## config.mk

```make
export PLATFORM = sky130hd
export DESIGN_NAME = rxll_fis_rx
export DESIGN_NICKNAME = d
export VERILOG_FILES = /design/src/rtl/rxll_fis_rx_pkg.sv /design/src/rtl/rxll_fis_rx.sv
export SDC_FILE = /design/constraint.sdc
export NUM_CORES = 1
export LEC_CHECK = 0
export CORE_MARGIN = 2
export CORE_UTILIZATION = 35
export CTS_CLUSTER_DIAMETER = 100
export CTS_CLUSTER_SIZE = 8
export DETAILED_ROUTE_END_ITERATION = 7
export SLEW_MARGIN = 0
export SYNTH_ARGS = -nofsm -noshare
export SYNTH_HDL_FRONTEND = slang
export SYNTH_SLANG_ARGS = --single-unit
```

## constraint.sdc

```tcl
create_clock -name clk -period 4.7 [get_ports clk]
set_input_delay 0.94 -clock clk [delete_from_list [all_inputs] [get_ports clk]]
set_output_delay 0.94 -clock clk [all_outputs]
set_load 0.005 [all_outputs]
```

## src/rtl/rxll_fis_rx_pkg.sv

```systemverilog
// Shared definitions for the receive link-layer FIFO word format and
// the frame consumer state machine.
package rxll_fis_rx_pkg;

  // Bit positions inside a 36-bit FIFO word
  localparam int RXLL_SOF = 32;
  localparam int RXLL_EOF = 34;
  localparam int RXLL_ERR = 35;

  typedef enum logic [1:0] {
    IDLE = 2'd0,
    XFER = 2'd1,
    DROP = 2'd2,
    DONE = 2'd3
  } rxll_state_e;

  // Per-frame error flags, ordered as reported on fis_err
  typedef struct packed {
    logic too_long;
    logic no_sof;
    logic crc;
  } fis_err_t;

endpackage

```

## src/rtl/rxll_fis_rx.sv

```systemverilog
// Frame-gated reader for the receive link-layer FIFO. A frame is only
// started once its EOF is resident, then streamed to transport straight
// from the FWFT head. Frames with a bad start or excess length are
// drained and reported.
module rxll_fis_rx
  import rxll_fis_rx_pkg::*;
#(
  parameter int C_MAX_WORDS = 2049,
  parameter int C_LEN_W     = 12
) (
  input  logic               clk,
  input  logic               rst,
  input  logic [35:0]        fifo_do,
  input  logic               fifo_empty,
  input  logic               fifo_eof_rdy,
  output logic               fifo_rd_en,
  output logic [31:0]        ll_data,
  output logic               ll_sof,
  output logic               ll_eof,
  output logic               ll_valid,
  input  logic               ll_ready,
  output logic               fis_done,
  output logic [7:0]         fis_type,
  output logic [C_LEN_W-1:0] fis_len,
  output logic [2:0]         fis_err,
  output logic [15:0]        drop_cnt
);

  localparam logic [C_LEN_W-1:0] LAST_CNT = C_LEN_W'(C_MAX_WORDS - 1);
  localparam logic [C_LEN_W-1:0] CNT_SAT  = '1;
  localparam logic [C_LEN_W-1:0] CNT_ONE  = C_LEN_W'(1);

  rxll_state_e        state, state_nxt;
  logic [C_LEN_W-1:0] cnt, cnt_nxt;
  fis_err_t           err, err_nxt;
  logic [7:0]         hdr, hdr_nxt;
  logic               finish;
  logic               w_sof, w_eof, w_crc, at_max;
  logic               unused_rsvd;

  assign w_sof       = fifo_do[RXLL_SOF];
  assign w_eof       = fifo_do[RXLL_EOF];
  assign w_crc       = fifo_do[RXLL_ERR];
  assign unused_rsvd = fifo_do[33];
  assign at_max      = (cnt == LAST_CNT);

  // Zero-latency stream and pop decode from the FWFT head
  always_comb begin
    ll_valid   = 1'b0;
    fifo_rd_en = 1'b0;
    case (state)
      XFER: begin
        ll_valid   = !fifo_empty;
        fifo_rd_en = !fifo_empty & ll_ready;
      end
      DROP:    fifo_rd_en = !fifo_empty;
      default: ;
    endcase
  end

  // ll_* are gated by ll_valid so nothing leaks out while idle or dropping
  assign ll_data = ll_valid ? fifo_do[31:0] : 32'd0;
  assign ll_sof  = ll_valid & (cnt == '0);
  assign ll_eof  = ll_valid & (w_eof | at_max);

  // Next-state, word counter, error flags and header capture
  always_comb begin
    state_nxt = state;
    cnt_nxt   = cnt;
    err_nxt   = err;
    hdr_nxt   = hdr;
    finish    = 1'b0;
    case (state)
      IDLE: begin
        // eof_rdy is only trusted here; DONE absorbs its clearing lag
        if (fifo_eof_rdy && !fifo_empty) begin
          cnt_nxt        = '0;
          err_nxt        = '0;
          err_nxt.no_sof = !w_sof;
          state_nxt      = w_sof ? XFER : DROP;
        end
      end
      XFER: begin
        if (fifo_rd_en) begin
          cnt_nxt = cnt + CNT_ONE;
          if (cnt == '0) hdr_nxt = fifo_do[7:0];
          if (w_eof) begin
            err_nxt.crc = w_crc;
            state_nxt   = DONE;
            finish      = 1'b1;
          end else if (at_max) begin
            // word already left with a forced ll_eof; discard the rest
            err_nxt.too_long = 1'b1;
            state_nxt        = DROP;
          end
        end
      end
      DROP: begin
        if (fifo_rd_en) begin
          if (cnt != CNT_SAT) cnt_nxt = cnt + CNT_ONE;
          if (cnt == '0) hdr_nxt = fifo_do[7:0];
          if (w_eof) begin
            err_nxt.crc = w_crc;
            state_nxt   = DONE;
            finish      = 1'b1;
          end
        end
      end
      DONE:    state_nxt = IDLE;
      default: state_nxt = IDLE;
    endcase
  end

  // State register plus per-frame status published with fis_done
  always_ff @(posedge clk or posedge rst) begin
    if (rst) begin
      state    <= IDLE;
      cnt      <= '0;
      err      <= '0;
      hdr      <= '0;
      fis_done <= 1'b0;
      fis_type <= '0;
      fis_len  <= '0;
      fis_err  <= '0;
      drop_cnt <= '0;
    end else begin
      state    <= state_nxt;
      cnt      <= cnt_nxt;
      err      <= err_nxt;
      hdr      <= hdr_nxt;
      fis_done <= finish;
      if (finish) begin
        fis_type <= hdr_nxt;
        fis_len  <= cnt_nxt;
        fis_err  <= err_nxt;
        if (err_nxt.no_sof && drop_cnt != 16'hFFFF) drop_cnt <= drop_cnt + 16'd1;
      end
    end
  end

endmodule

```

==> summary.md, run 1 <==
| Metric | Value |
|---|---|
| Insertion delay of the later-clocked pin in the worst-skew pair | `350 ps` |
| Ratio of cells with drive above 1 in the final layout | `10.4%` |
| Starting density of the core | `35.7%` |
| Multi-input gate area | `1900 µm²` |
| DRT iter0 DRCs | `202` |
| Final TNS setup | `0 ps` |
| Total Power Consumption | `2.54 mW` |
| Post-Place Cells | `620` |
| First-pass GRT wire length | `15.9 mm` |
| Mean post-synth cell area | `9.57 µm²` |
| Number of levels in the clock H-tree | `3` |
| Number of diodes | `0` |
| Proportion of total power due to net switching | `36.7%` |
| Number of enable flip-flop cells after synthesis | `0` |
| Crit path capture type | `primary output` |
| Area growth from synthesis to layout | `41.2%` |
| Critical setup path kind | `primary input to primary output` |
| PortBufs | `115` |
| Count of mapped cells out of synthesis | `382` |
| Cell area after synthesis | `3660 µm²` |
| Number of cells traversed by the worst hold path | `2` |
| Leakage power summed over all cells | `2.17 nW` |
| Die area | `11,300 µm²` |
| Clock Tree Root | `sky130_fd_sc_hd__clkbuf_8` |
| Total via count in the routed design | `3,337` |
| Combinational cell fraction of total power | `46.9%` |
| Cts-stage hold buffer count | `0` |
| Worst reg-to-reg path cell count | `8` |
| Global placement routability congestion | `0.892` |
| Post-route insts no fill | `636` |
| Setup crit start kind | `primary input` |
| Max-cap check violation count | `0` |
| Total of fill cells in the finished design | `979` |
| Yosys warning count | `0` |
| Post-CTS resize count | `0` |
| Relative contribution of the clock network to total power | `21.4%` |
| Result of the run | `finished clean` |
| Largest incremental delay on the critical path | `600 ps` |
| Maximum number of pins on one net before global-route repair | `39` |
| Clock tree skew after final layout | `7.67 ps` |
| Max-slew violation count | `0` |
| Reported net switching power | `931 µW` |
| Hold path start | `fis_len[4]` |
| FMAX | `250 MHz` |
| Worst hold slack | `489 ps` |
| Final hold violation count | `0` |
| Routed wire length | `9.66 mm` |
| Share of synthesized area spent on multiplexers | `6.98%` |
| Worst slew slack as a fraction of its limit | `47.2%` |
| Final global-route overflow total | `0` |
| Post-synthesis simple-gate area fraction | `25.7%` |
| DP Wirelength | `7.15 mm` |
| Number of buffers created by CTS | `9` |
| Number of nets with antenna violations after detailed routing | `0` |
| Number of unique standard cell types used by synthesis | `62` |
| Clock slew seen by the registers of the worst setup and hold paths | `80 ps` |
| Highest-delay cell along the critical path | `sky130_fd_sc_hd__inv_1` |
| Internal power summed over all cells | `1.60 mW` |
| Hold Path End | `fis_len[4]` |
| Via count normalized by instance count | `5.25` |
| Flop pwr share | `31.7%` |
| RR Startpoint | `state[1]` |
| Worst endpoint required time | `3760 ps` |
| Number of buffers inserted by post-CTS setup repair | `0` |
| Ports placed on the boundary | `117` |
| Via count of the first global-routing pass | `3,134` |
| Time the final worst path needs with I/O delays and setup | `3990 ps` |
| Max clock buf depth | `2` |
| Floorplan Core Area | `10,200 µm²` |
| Combined flip-flop and latch cell area | `1630 µm²` |
| Crit path top cell by count | `sky130_fd_sc_hd__clkdlybuf4s50_1` |
| Routed wire per std cell | `15.2 µm` |
| Fin crit share | `84.9%` |
| Detailed-route DRC error count | `0` |
| Minimum setup slack among reg-to-reg paths | `1910 ps` |
| Worst slew pin tran | `791 ps` |
| Dominant delay contributor by cell family on the critical path | `buffers and inverters` |
| Cell-by-cell listing of the critical path | `clkdlybuf4s50_1, nand2b_1, inv_1, and2_1, clkdlybuf4s50_1` |
| Sequential fraction of the synthesis area | `44.5%` |
| Crit path arrival time | `3050 ps` |
| Share of the synthesized netlist area taken by xor and xnor gates | `3.83%` |
| Reg2Reg Capture Point | `fis_len[0]` |
| Number of buffer and inverter stages on the critical path | `3` |
| Antenna violations before repair | `0` |
| Worst IR Drop VDD | `0.304 mV` |
| Final number of setup-violating endpoints | `0` |
| Fraction of the mapped netlist area in compound gates | `13.1%` |
| Crit Path Max Fanout | `34` |
| Chip height | `106 µm` |
| Post-synthesis async set-or-reset flop share | `100%` |
| NumNets Final | `543` |
| Flip-flop and latch count after synthesis | `65` |
| Horizontal extent of the die | `106 µm` |
| GRT Util Overall | `17.8%` |
| Path type of the worst min-delay path | `flip-flop to flip-flop` |
| Main flop type after synthesis | `sky130_fd_sc_hd__dfrtp_1` |
| RSZ-0062 raised after global routing | `no` |
| Number of sinks on the clock net | `65` |
| Clock tree from TritonCTS | `yes` |
| Power per standard cell area | `491 nW/µm²` |
| Standard-cell row count | `37` |
| Synth Area in Adders | `2.40%` |
| Nets in the synthesized netlist | `430` |
| Main combinational cell family by area after synthesis | `simple AND/OR/NAND/NOR gates` |
| Number of detailed-route iterations in the first pass | `5` |
[per-stage QoR]
| step | worst slack [ps] | utilization, % | cell area (µm²) |
|---|---|---|---|
| after detailed placement | 675 | 48.3 | 4940 |
| final | 708 | 50.4 | 5160 |
| after CTS | 678 | 50.4 | 5160 |
| after floorplan | 2130 | - | 3660 |
| after global placement | 748 | 48.3 | 4940 |
| after global routing | 550 | 50.4 | 5160 |
[worst register-to-register path, cell delays in order (launching register included)]
cell	delay (ps)
sky130_fd_sc_hd__dfrtp_1	400
sky130_fd_sc_hd__inv_1	100
sky130_fd_sc_hd__ha_1	470
sky130_fd_sc_hd__nand2b_1	160
sky130_fd_sc_hd__inv_1	600
sky130_fd_sc_hd__nand3b_1	260
sky130_fd_sc_hd__a21oi_1	350
sky130_fd_sc_hd__o32a_1	250
sky130_fd_sc_hd__mux2_2	150
[worst max-delay path by stage]
stage / startpoint / to / depth (start not counted)
finish: fifo_empty / ll_data[17] / 5
CTS: fifo_empty / ll_data[17] / 5
global placement: fifo_empty / ll_data[17] / 5
detailed placement: fifo_empty / ll_data[17] / 5
floorplan: rst / cnt[0] / 1
global route: fifo_empty / ll_data[27] / 5
[cell families (layout without fill, tap and decap cells)]
logic type | after synthesis | in the layout
fa+ha+maj | 7 | 7
simple gates | 170 | 170
compound gates | 69 | 69
buf+inv | 32 | 150
xor+xnor | 16 | 16
mux | 23 | 23
flops | 65 | 65
[cells in the mapped netlist (2+ instances only)]
master                     count  area, µm²
sky130_fd_sc_hd__nor3_1        9       45.0
sky130_fd_sc_hd__xnor2_1      11       96.3
sky130_fd_sc_hd__nand3b_1      3       22.5
sky130_fd_sc_hd__nand4_1       6       37.5
sky130_fd_sc_hd__o311ai_0      2       17.5
sky130_fd_sc_hd__o41ai_1       2       17.5
sky130_fd_sc_hd__buf_2         5       25.0
sky130_fd_sc_hd__and3_1        4       25.0
sky130_fd_sc_hd__ha_1          7       87.6
sky130_fd_sc_hd__nand2b_1      8       50.1
sky130_fd_sc_hd__o31ai_1       2       15.0
sky130_fd_sc_hd__a31oi_1       6       37.5
sky130_fd_sc_hd__a31o_2        2       17.5
sky130_fd_sc_hd__or4b_1        2       20.0
sky130_fd_sc_hd__nor2b_1       3       18.8
sky130_fd_sc_hd__clkbuf_1     10       37.5
sky130_fd_sc_hd__buf_1         2       7.51
sky130_fd_sc_hd__nand3_1      18       90.1
sky130_fd_sc_hd__a21o_1        2       15.0
sky130_fd_sc_hd__nand2_1      34        128
sky130_fd_sc_hd__o21ai_0      13       65.1
sky130_fd_sc_hd__nor4_1        8       50.1
sky130_fd_sc_hd__xor2_1        5       43.8
sky130_fd_sc_hd__o21bai_1      3       22.5
sky130_fd_sc_hd__inv_1        14       52.6
sky130_fd_sc_hd__a22o_1        3       26.3
sky130_fd_sc_hd__mux2i_1       3       30.0
sky130_fd_sc_hd__mux2_1        3       33.8
sky130_fd_sc_hd__a21oi_1      12       60.1
sky130_fd_sc_hd__dfrtp_1      65       1630
sky130_fd_sc_hd__mux2_2       17        191
sky130_fd_sc_hd__and2_1       32        200
sky130_fd_sc_hd__nor2_1       30        113
sky130_fd_sc_hd__or2_2         2       12.5
sky130_fd_sc_hd__a221oi_1      2       17.5
sky130_fd_sc_hd__o21a_1        2       15.0
sky130_fd_sc_hd__nor2_2        2       12.5
sky130_fd_sc_hd__a211oi_1      4       30.0
[power groups by stage]
stage               Sequential [mW]  Clock, mW  Combinational [mW]
CTS                           0.808      0.558                1.19
global placement              0.813          0                1.18
finish                        0.805      0.542                1.19
global route                  0.826      0.585                1.31
floorplan                     0.805          0               0.695
detailed placement            0.820          0                1.19
[layer usage]
metal / GRT usage [%] / share of wire [%] / up-vias
met5: 0 / 0 / -
met4: 6.95 / 1.7 / 0
met3: 4.11 / 7.4 / 15
met2: 28.4 / 46 / 134
met1: 23.3 / 45 / 1607
li1: - / - / 1581
[cell type report]
cell class                      instances  share of cell area, %
Inverter                               15                   1.09
Sequential cell                        65                   31.5
Tap cell                              136                   3.30
Timing Repair Buffer                  119                   22.9
Clock inverter                          7                   1.94
Multi-Input combinational cell        285                   36.9
Clock buffer                            9                   2.40
[sequential cells by signal (all words and copies together) (netlist names)]
| signal | flops |
|---|---|
| cnt | 12 |
| drop_cnt | 16 |
| err | 3 |
| fis_done | 1 |
| fis_err | 3 |
| fis_len | 12 |
| fis_type | 8 |
| hdr | 8 |
| state | 2 |
[cells in the final DEF, fill, tap and decap left out, drive strengths merged, types with 6 or more instances in the layout]
cell	n
clkdlybuf4s50	115
dfrtp	65
nand2	34
and2	32
nor2	32
mux2	20
nand3	19
inv	17
o21ai	14
a21oi	12
xnor2	11
nor3	10
clkbuf	9
nor4	9
nand2b	8
ha	7
nand4	6
a31oi	6
Power figures use the tool's default switching activity.
==> run 2, diff against run 1 <==
--- a/config.mk
+++ b/config.mk
@@ -10,6 +10,7 @@
 export CTS_CLUSTER_DIAMETER = 100
 export CTS_CLUSTER_SIZE = 8
 export DETAILED_ROUTE_END_ITERATION = 7
+export PLACE_DENSITY = 0.66
 export SLEW_MARGIN = 0
 export SYNTH_ARGS = -nofsm -noshare
 export SYNTH_HDL_FRONTEND = slang
==> constraint.sdc (replaced) <==
create_clock -name clk -period 3.3 [get_ports clk]
set_input_delay 0.66 -clock clk [delete_from_list [all_inputs] [get_ports clk]]
set_output_delay 0.66 -clock clk [all_outputs]
set_load 0.005 [all_outputs]
==> run 2 against run 1 <==
Against the previous run: clock power up 24%; combinational power up 49%; largest power group unchanged; critical path depth up 1; clock skew up 3.5 ps; die area unchanged; design area up 1.0%; largest cell class unchanged; final cell count up 1.4%.
==> summary.md, run 2 (synthesized netlist as in run 1, its figures left out) <==
| Metric | Value |
|---|---|
| Via count of the first global-routing pass | `3,282 (+4.7%)` |
| Detailed-route DRC error count | `0 (unchanged)` |
| Result of the run | `finished clean` |
| Combinational cell fraction of total power | `49.2% (+2.3 points)` |
| Ratio of cells with drive above 1 in the final layout | `11.8% (+1.4 points)` |
| Wl on met1 | `4.32 mm (-0.32%)` |
| First-pass GRT wire length | `16.4 mm (+3.4%)` |
| Time the final worst path needs with I/O delays and setup | `3020 ps` |
| Length of routed met2 wiring | `4.72 mm (+6.0%)` |
| Number of nets with antenna violations after detailed routing | `0 (unchanged)` |
| Die area | `11,300 µm² (unchanged)` |
| Worst IR Drop VDD | `0.325 mV (+6.9%)` |
| Number of levels in the clock H-tree | `3 (unchanged)` |
| Ports placed on the boundary | `117 (unchanged)` |
| Internal power summed over all cells | `2.26 mW (+41%)` |
| Number of buffers created by CTS | `9 (unchanged)` |
| Worst setup slack before clock tree synthesis | `299 ps (-376 ps)` |
| End point of the critical path | `ll_data[2]` |
| DRT iter0 DRCs | `232 (+15%)` |
| Area growth from synthesis to layout | `42.6%` |
| Number of diodes | `0 (unchanged)` |
| Flop pwr share | `32.2% (+0.5 points)` |
| FMAX | `331 MHz` |
| Register ranked first by flip-flop count | `drop_cnt` |
| Path type of the worst min-delay path | `flip-flop to flip-flop` |
| Global placement routability congestion | `0.896 (+0.46%)` |
| Worst slew slack as a fraction of its limit | `51.5% (+4.2 points)` |
| Relative contribution of the clock network to total power | `18.6% (-2.8 points)` |
| Antenna violations before repair | `0 (unchanged)` |
| Proportion of total power due to net switching | `37.2% (+0.45 points)` |
| NumNets Final | `552 (+1.7%)` |
| Cell-by-cell listing of the critical path | `clkdlybuf4s50_1, nand2b_1, inv_1, buf_12, and2_1, clkdlybuf4s50_1` |
| Cts-stage hold buffer count | `0 (unchanged)` |
| Via count normalized by instance count | `5.21 (-0.69%)` |
| Max-slew violation count | `0 (unchanged)` |
| Crit path arrival time | `2360 ps (-690 ps)` |
| Total non-filler cell area in the finished layout | `5210 µm² (+1.0%)` |
| Fin crit share | `91.5%` |
| DP Wirelength | `7.60 mm (+6.3%)` |
| Routed wire per std cell | `15.7 µm (+3.5%)` |
| Max FFs per register | `16 (unchanged)` |
| Final global-route overflow total | `0 (unchanged)` |
| Post-CTS resize count | `0 (unchanged)` |
| Most frequent standard cell in the layout excluding fill and tap cells | `sky130_fd_sc_hd__clkdlybuf4s50_1` |
| Reported net switching power | `1.34 mW (+44%)` |
| Registers with the highest flip-flop counts | `drop_cnt: 16 flops, cnt: 12 flops, fis_len: 12 flops` |
| Final TNS setup | `0 ps (unchanged)` |
| Leakage power summed over all cells | `2.20 nW (+1.4%)` |
| Max-cap check violation count | `0 (unchanged)` |
| Horizontal extent of the die | `106 µm (unchanged)` |
| Minimum setup slack among reg-to-reg paths | `770 ps (-1140 ps)` |
| Clock Tree Root | `sky130_fd_sc_hd__clkbuf_8` |
| Number of sinks on the clock net | `65 (unchanged)` |
| Number of buffers inserted by post-CTS setup repair | `0 (unchanged)` |
| GRT Util Overall | `18.4% (+0.67 points)` |
| Total via count in the routed design | `3,361 (+0.72%)` |
| Top routing layer in use | `met4` |
| Dominant delay contributor by cell family on the critical path | `buffers and inverters` |
| Count of cell instances traversed by the critical path | `6 (+1)` |
| RR Startpoint | `state[1]` |
| Number of buffer and inverter stages on the critical path | `4 (+1)` |
| Sum of met3 wire segment lengths after detailed routing | `877 µm (+22%)` |
| Max clock buf depth | `2 (unchanged)` |
| Insertion delay of the later-clocked pin in the worst-skew pair | `340 ps (about the same)` |
| Final hold violation count | `0 (unchanged)` |
| Maximum number of pins on one net before global-route repair | `35 (-10%)` |
| Crit path top cell by count | `sky130_fd_sc_hd__clkdlybuf4s50_1` |
| Floorplan Core Area | `10,200 µm² (unchanged)` |
| Clock tree skew after final layout | `11.1 ps (+3.45 ps)` |
| Post-detailed-placement cell area | `5020 µm² (+1.6%)` |
| Setup crit start kind | `primary input` |
| Most frequent cells in the layout | `sky130_fd_sc_hd__clkdlybuf4s50_1 (115), sky130_fd_sc_hd__dfrtp_1 (65), sky130_fd_sc_hd__nand2_1 (34)` |
| Chip height | `106 µm (unchanged)` |
| Worst endpoint required time | `2640 ps (-1120 ps)` |
| Largest incremental delay on the critical path | `520 ps (-80 ps)` |
| Crit path capture type | `primary output` |
| RSZ-0062 raised after global routing | `no` |
| Final number of setup-violating endpoints | `0 (unchanged)` |
| Power per standard cell area | `690 nW/µm² (+40%)` |
| Smallest setup slack after layout | `282 ps (-426 ps)` |
| Number of detailed-route iterations in the first pass | `4 (-1)` |
| Critical setup path kind | `primary input to primary output` |
| Worst slew pin tran | `722 ps (-69.2 ps)` |
| Reg2Reg Capture Point | `fis_type[0]` |
| Crit Path Max Fanout | `34 (unchanged)` |
| Standard-cell row count | `37 (unchanged)` |
| Clock slew seen by the registers of the worst setup and hold paths | `70 ps (about the same)` |
| Worst setup path start | `fifo_empty` |
| Clock tree from TritonCTS | `yes` |
| PortBufs | `115 (unchanged)` |
| Routed wire length | `10.1 mm (+5.0%)` |
| Final Core Density | `51.0% (+0.51 points)` |
| Starting density of the core | `35.7% (unchanged)` |
| Worst reg-to-reg path cell count | `8 (unchanged)` |
| Highest-delay cell along the critical path | `sky130_fd_sc_hd__clkdlybuf4s50_1` |
## run 2: cell count changes in the layout (fill, tap and decap cells not counted), sizes merged
| cell | change |
|---|---|
| inv | -3 |
| clkinvlp | +1 |
| buf | +9 |
| clkbuf | +1 |
| bufinv | -1 |
| clkinv | +2 |
## run 2: how the worst min path moves through the flow
stage | slack, ps | cells past startpoint | startpoint | endpoint
3_3_place_gp | 470 | 1 | hdr[5] | hdr[5]
6_report | 490 | 2 | fis_len[4] | fis_len[4]
2_1_floorplan | 460 | 1 | hdr[4] | hdr[4]
4_1_cts | 500 | 1 | hdr[6] | hdr[6]
5_1_grt | 510 | 1 | hdr[2] | hdr[2]
3_5_place_dp | 480 | 1 | hdr[6] | hdr[6]
## run 2: metal layers
layer	up-vias	track usage, %
li1	1597	-
met1	1609	23.5
met2	137	30.2
met3	18	4.84
met4	0	6.48
met5	-	0
## run 2: stage by stage
| stage | total power, mW | instances | hold slack [ps] |
|---|---|---|---|
| CTS | 3.63 | 645 | 495 |
| floorplan | 2.14 | 382 | 456 |
| global placement | 2.92 | 629 | 471 |
| global route | 3.87 | 645 | 509 |
| detailed placement | 2.95 | 629 | 477 |
| finish | 3.60 | 645 | 489 |
## run 2: cell type report
class	instances	area, µm²
Timing Repair Buffer	128	1260
Fill cell	962	5020
Tap cell	136	170
Clock buffer	10	128
Multi-Input combinational cell	285	1900
Sequential cell	65	1630
Clock inverter	6	68.8
Inverter	15	56.3
## run 2: tightest hold or removal path: stages (launching register included)
cell	delay [ps]
sky130_fd_sc_hd__dfrtp_1	340
sky130_fd_sc_hd__nand2_1	50
sky130_fd_sc_hd__o21ai_0	60
## run 2: power groups by stage
stage          combinational (mW)  sequential, mW  clock (mW)
2_1_floorplan               0.990            1.15           0
6_report                     1.77            1.16       0.670
5_1_grt                      1.95            1.19       0.732
3_3_place_gp                 1.75            1.16           0
4_1_cts                      1.78            1.16       0.690
3_5_place_dp                 1.77            1.18           0
==> run 3, diff against run 2 <==
==> constraint.sdc (replaced) <==
create_clock -name clk -period 3.3 [get_ports clk]
set_input_delay 0.66 -clock clk [delete_from_list [all_inputs] [get_ports clk]]
set_output_delay 0.66 -clock clk [all_outputs]
set_load 0.1 [all_outputs]
==> run 3 against run 2 <==
Against the previous run: critical path depth up 1; via count about the same; count of clock-buffer cells in the layout down 1; sequential cell count unchanged; sequential power about the same; design area up 4.7%; maximum frequency up 2.6%; clock power up 4.6%; clock skew up 2.8 ps; critical path type is now flip-flop to primary output; largest cell class unchanged.
==> summary.md, run 3 (synthesized netlist as in run 1, its figures left out) <==
| Metric | Value |
|---|---|
| Number of buffer and inverter stages on the critical path | `4 (unchanged)` |
| Hold path start | `fis_len[9]` |
| Routed wire length | `9.97 mm (-1.8%)` |
| Final TNS setup | `0 ps (unchanged)` |
| Fin crit share | `89.2% (-2.3 points)` |
| Registers with the highest flip-flop counts | `drop_cnt: 16 flops, cnt: 12 flops, fis_len: 12 flops` |
| RSZ-0062 raised after global routing | `no` |
| Critical setup path kind | `flip-flop to primary output` |
| Number of detailed-route iterations in the first pass | `4 (unchanged)` |
| Horizontal extent of the die | `106 µm (unchanged)` |
| First-pass GRT wire length | `16.6 mm (+0.97%)` |
| Standard-cell row count | `37 (unchanged)` |
| Worst slew slack as a fraction of its limit | `46.0% (-5.5 points)` |
| Global placement routability congestion | `0.869 (-3.1%)` |
| Via count normalized by instance count | `5.23 (+0.37%)` |
| Detailed-route DRC error count | `0 (unchanged)` |
| Crit Path Max Fanout | `34 (unchanged)` |
| Register ranked first by flip-flop count | `drop_cnt` |
| Worst reg-to-reg path cell count | `7 (-1)` |
| Worst setup slack before clock tree synthesis | `422 ps (+122 ps)` |
| Cell-by-cell listing of the critical path | `inv_1, ha_1, nand2b_1, inv_1, buf_4, and2_1, buf_12` |
| DRT iter0 DRCs | `161 (-31%)` |
| Total of fill cells in the finished design | `946 (-1.7%)` |
| Routed wire per std cell | `15.5 µm (-1.5%)` |
| Result of the run | `finished clean` |
| Ports placed on the boundary | `117 (unchanged)` |
| Max-cap check violation count | `0 (unchanged)` |
| GRT Util Overall | `18.4% (about the same)` |
| Number of buffers inserted by post-CTS setup repair | `0 (unchanged)` |
| Number of diodes | `0 (unchanged)` |
| FMAX | `340 MHz (+2.6%)` |
| Crit path arrival time | `2280 ps (-80 ps)` |
| Starting density of the core | `35.7% (unchanged)` |
| Number of buffers created by CTS | `9 (unchanged)` |
| Final global-route overflow total | `0 (unchanged)` |
| Most frequent cells in the layout | `sky130_fd_sc_hd__dfrtp_1 (65), sky130_fd_sc_hd__buf_4 (51), sky130_fd_sc_hd__clkdlybuf4s50_1 (39)` |
| Clock tree from TritonCTS | `yes` |
| Final hold violation count | `0 (unchanged)` |
| Largest incremental delay on the critical path | `450 ps (-70 ps)` |
| DP Wirelength | `7.52 mm (-1.1%)` |
| Number of levels in the clock H-tree | `3 (unchanged)` |
| Power per standard cell area | `946 nW/µm² (+37%)` |
| Leakage power summed over all cells | `2.43 nW (+11%)` |
| Number of sinks on the clock net | `65 (unchanged)` |
| Maximum number of pins on one net before global-route repair | `66 (+89%)` |
| Via count of the first global-routing pass | `3,269 (-0.40%)` |
| Reg2Reg Capture Point | `fis_type[4]` |
| Insertion delay of the later-clocked pin in the worst-skew pair | `360 ps (+20 ps)` |
| Clock tree skew after final layout | `13.9 ps (+2.79 ps)` |
| Crit path capture type | `primary output` |
| Worst IR Drop VDD | `0.690 mV (+110%)` |
| Post-Place Cells | `627 (-0.32%)` |
| Number of cells traversed by the worst hold path | `2 (unchanged)` |
| Dominant delay contributor by cell family on the critical path | `buffers and inverters` |
| Area growth from synthesis to layout | `49.3%` |
| Floorplan Core Area | `10,200 µm² (unchanged)` |
| Count of cell instances traversed by the critical path | `7 (+1)` |
| Number of nets with antenna violations after detailed routing | `0 (unchanged)` |
| Cts-stage hold buffer count | `0 (unchanged)` |
| Total via count in the routed design | `3,363 (+0.060%)` |
| Ratio of cells with drive above 1 in the final layout | `27.0% (+15 points)` |
| NumNets Final | `550 (-0.36%)` |
| Highest-delay cell along the critical path | `sky130_fd_sc_hd__ha_1` |
| RR Startpoint | `state[1]` |
| Clock slew seen by the registers of the worst setup and hold paths | `80 ps (about the same)` |
| Hold Path End | `fis_len[9]` |
| Clock Tree Root | `sky130_fd_sc_hd__clkbuf_8` |
| Worst endpoint required time | `2640 ps (about the same)` |
| Final number of setup-violating endpoints | `0 (unchanged)` |
| Crit path top cell by count | `sky130_fd_sc_hd__inv_1` |
| Worst slew pin tran | `810 ps (+87.5 ps)` |
| Post-CTS resize count | `0 (unchanged)` |
| Time the final worst path needs with I/O delays and setup | `2940 ps (-75.2 ps)` |
| Smallest setup slack after layout | `357 ps (+75.2 ps)` |
| Max clock buf depth | `2 (unchanged)` |
| Most frequent standard cell in the layout excluding fill and tap cells | `sky130_fd_sc_hd__dfrtp_1` |
| Minimum setup slack among reg-to-reg paths | `680 ps (-90 ps)` |
| Post-route insts no fill | `643 (-0.31%)` |
| Path type of the worst min-delay path | `flip-flop to flip-flop` |
| Max FFs per register | `16 (unchanged)` |
| Chip height | `106 µm (unchanged)` |
| Setup crit start kind | `flip-flop` |
| Antenna violations before repair | `0 (unchanged)` |
| PortBufs | `115 (unchanged)` |
| Die area | `11,300 µm² (unchanged)` |
| Max-slew violation count | `0 (unchanged)` |
-- run 3: layout make-up --
cell class                      instances  area (µm²)  share of cell area [%]
Tap cell                              136         170                    3.12
Multi-Input combinational cell        285        1910                    35.0
Clock inverter                          7        77.6                    1.42
Sequential cell                        65        1630                    29.8
Timing Repair Buffer                  126        1490                    27.4
Inverter                               15        56.3                    1.03
Clock buffer                            9         124                    2.27
-- run 3: how the worst max path moves through the flow --
stage,start,end,slack (ps)
after floorplan,fifo_empty,ll_data[22],330
after global placement,fifo_empty,ll_data[12],450
after detailed placement,fifo_empty,ll_data[12],420
after CTS,state[1],ll_data[12],310
after global routing,state[1],ll_data[12],140
final,state[1],ll_data[12],360
-- run 3: power by group --
| part | internal [mW] | total, mW | switching (mW) | leakage [nW] |
|---|---|---|---|---|
| Combinational | 0.970 | 3.31 | 2.34 | 1.48 |
| Sequential | 1.02 | 1.15 | 0.134 | 0.850 |
| Clock | 0.355 | 0.701 | 0.346 | 0.100 |
| Total | 2.34 | 5.16 | 2.82 | 2.43 |
-- run 3: metrics by stage --
step / utilization (%) / cell area [µm²] / hold WS [ps] / power (mW)
2_1_floorplan: - / 3660 / 456 / 3.55
3_5_place_dp: 51.4 / 5260 / 474 / 4.49
3_3_place_gp: 51.4 / 5260 / 467 / 4.44
6_report: 53.4 / 5460 / 484 / 5.16
5_1_grt: 53.4 / 5460 / 507 / 5.41
4_1_cts: 53.4 / 5460 / 493 / 5.20
-- run 3: per-layer routing --
metal | global-route usage (%) | vias to the layer above | share of wire, %
li1 | - | 1599 | -
met1 | 24.4 | 1607 | 43
met2 | 29.3 | 136 | 47
met3 | 4.11 | 21 | 7.6
met4 | 7.33 | 0 | 2.1
met5 | 0 | - | 0
-- run 3: worst reg2reg max path, cell delays in order (launching register included) --
cell and delay [ps]:
sky130_fd_sc_hd__dfrtp_1 400, sky130_fd_sc_hd__inv_1 100, sky130_fd_sc_hd__ha_1 450, sky130_fd_sc_hd__a21oi_1 310
sky130_fd_sc_hd__nor2_2 380, sky130_fd_sc_hd__nand3b_4 220, sky130_fd_sc_hd__mux2_1 390, sky130_fd_sc_hd__mux2_2 270
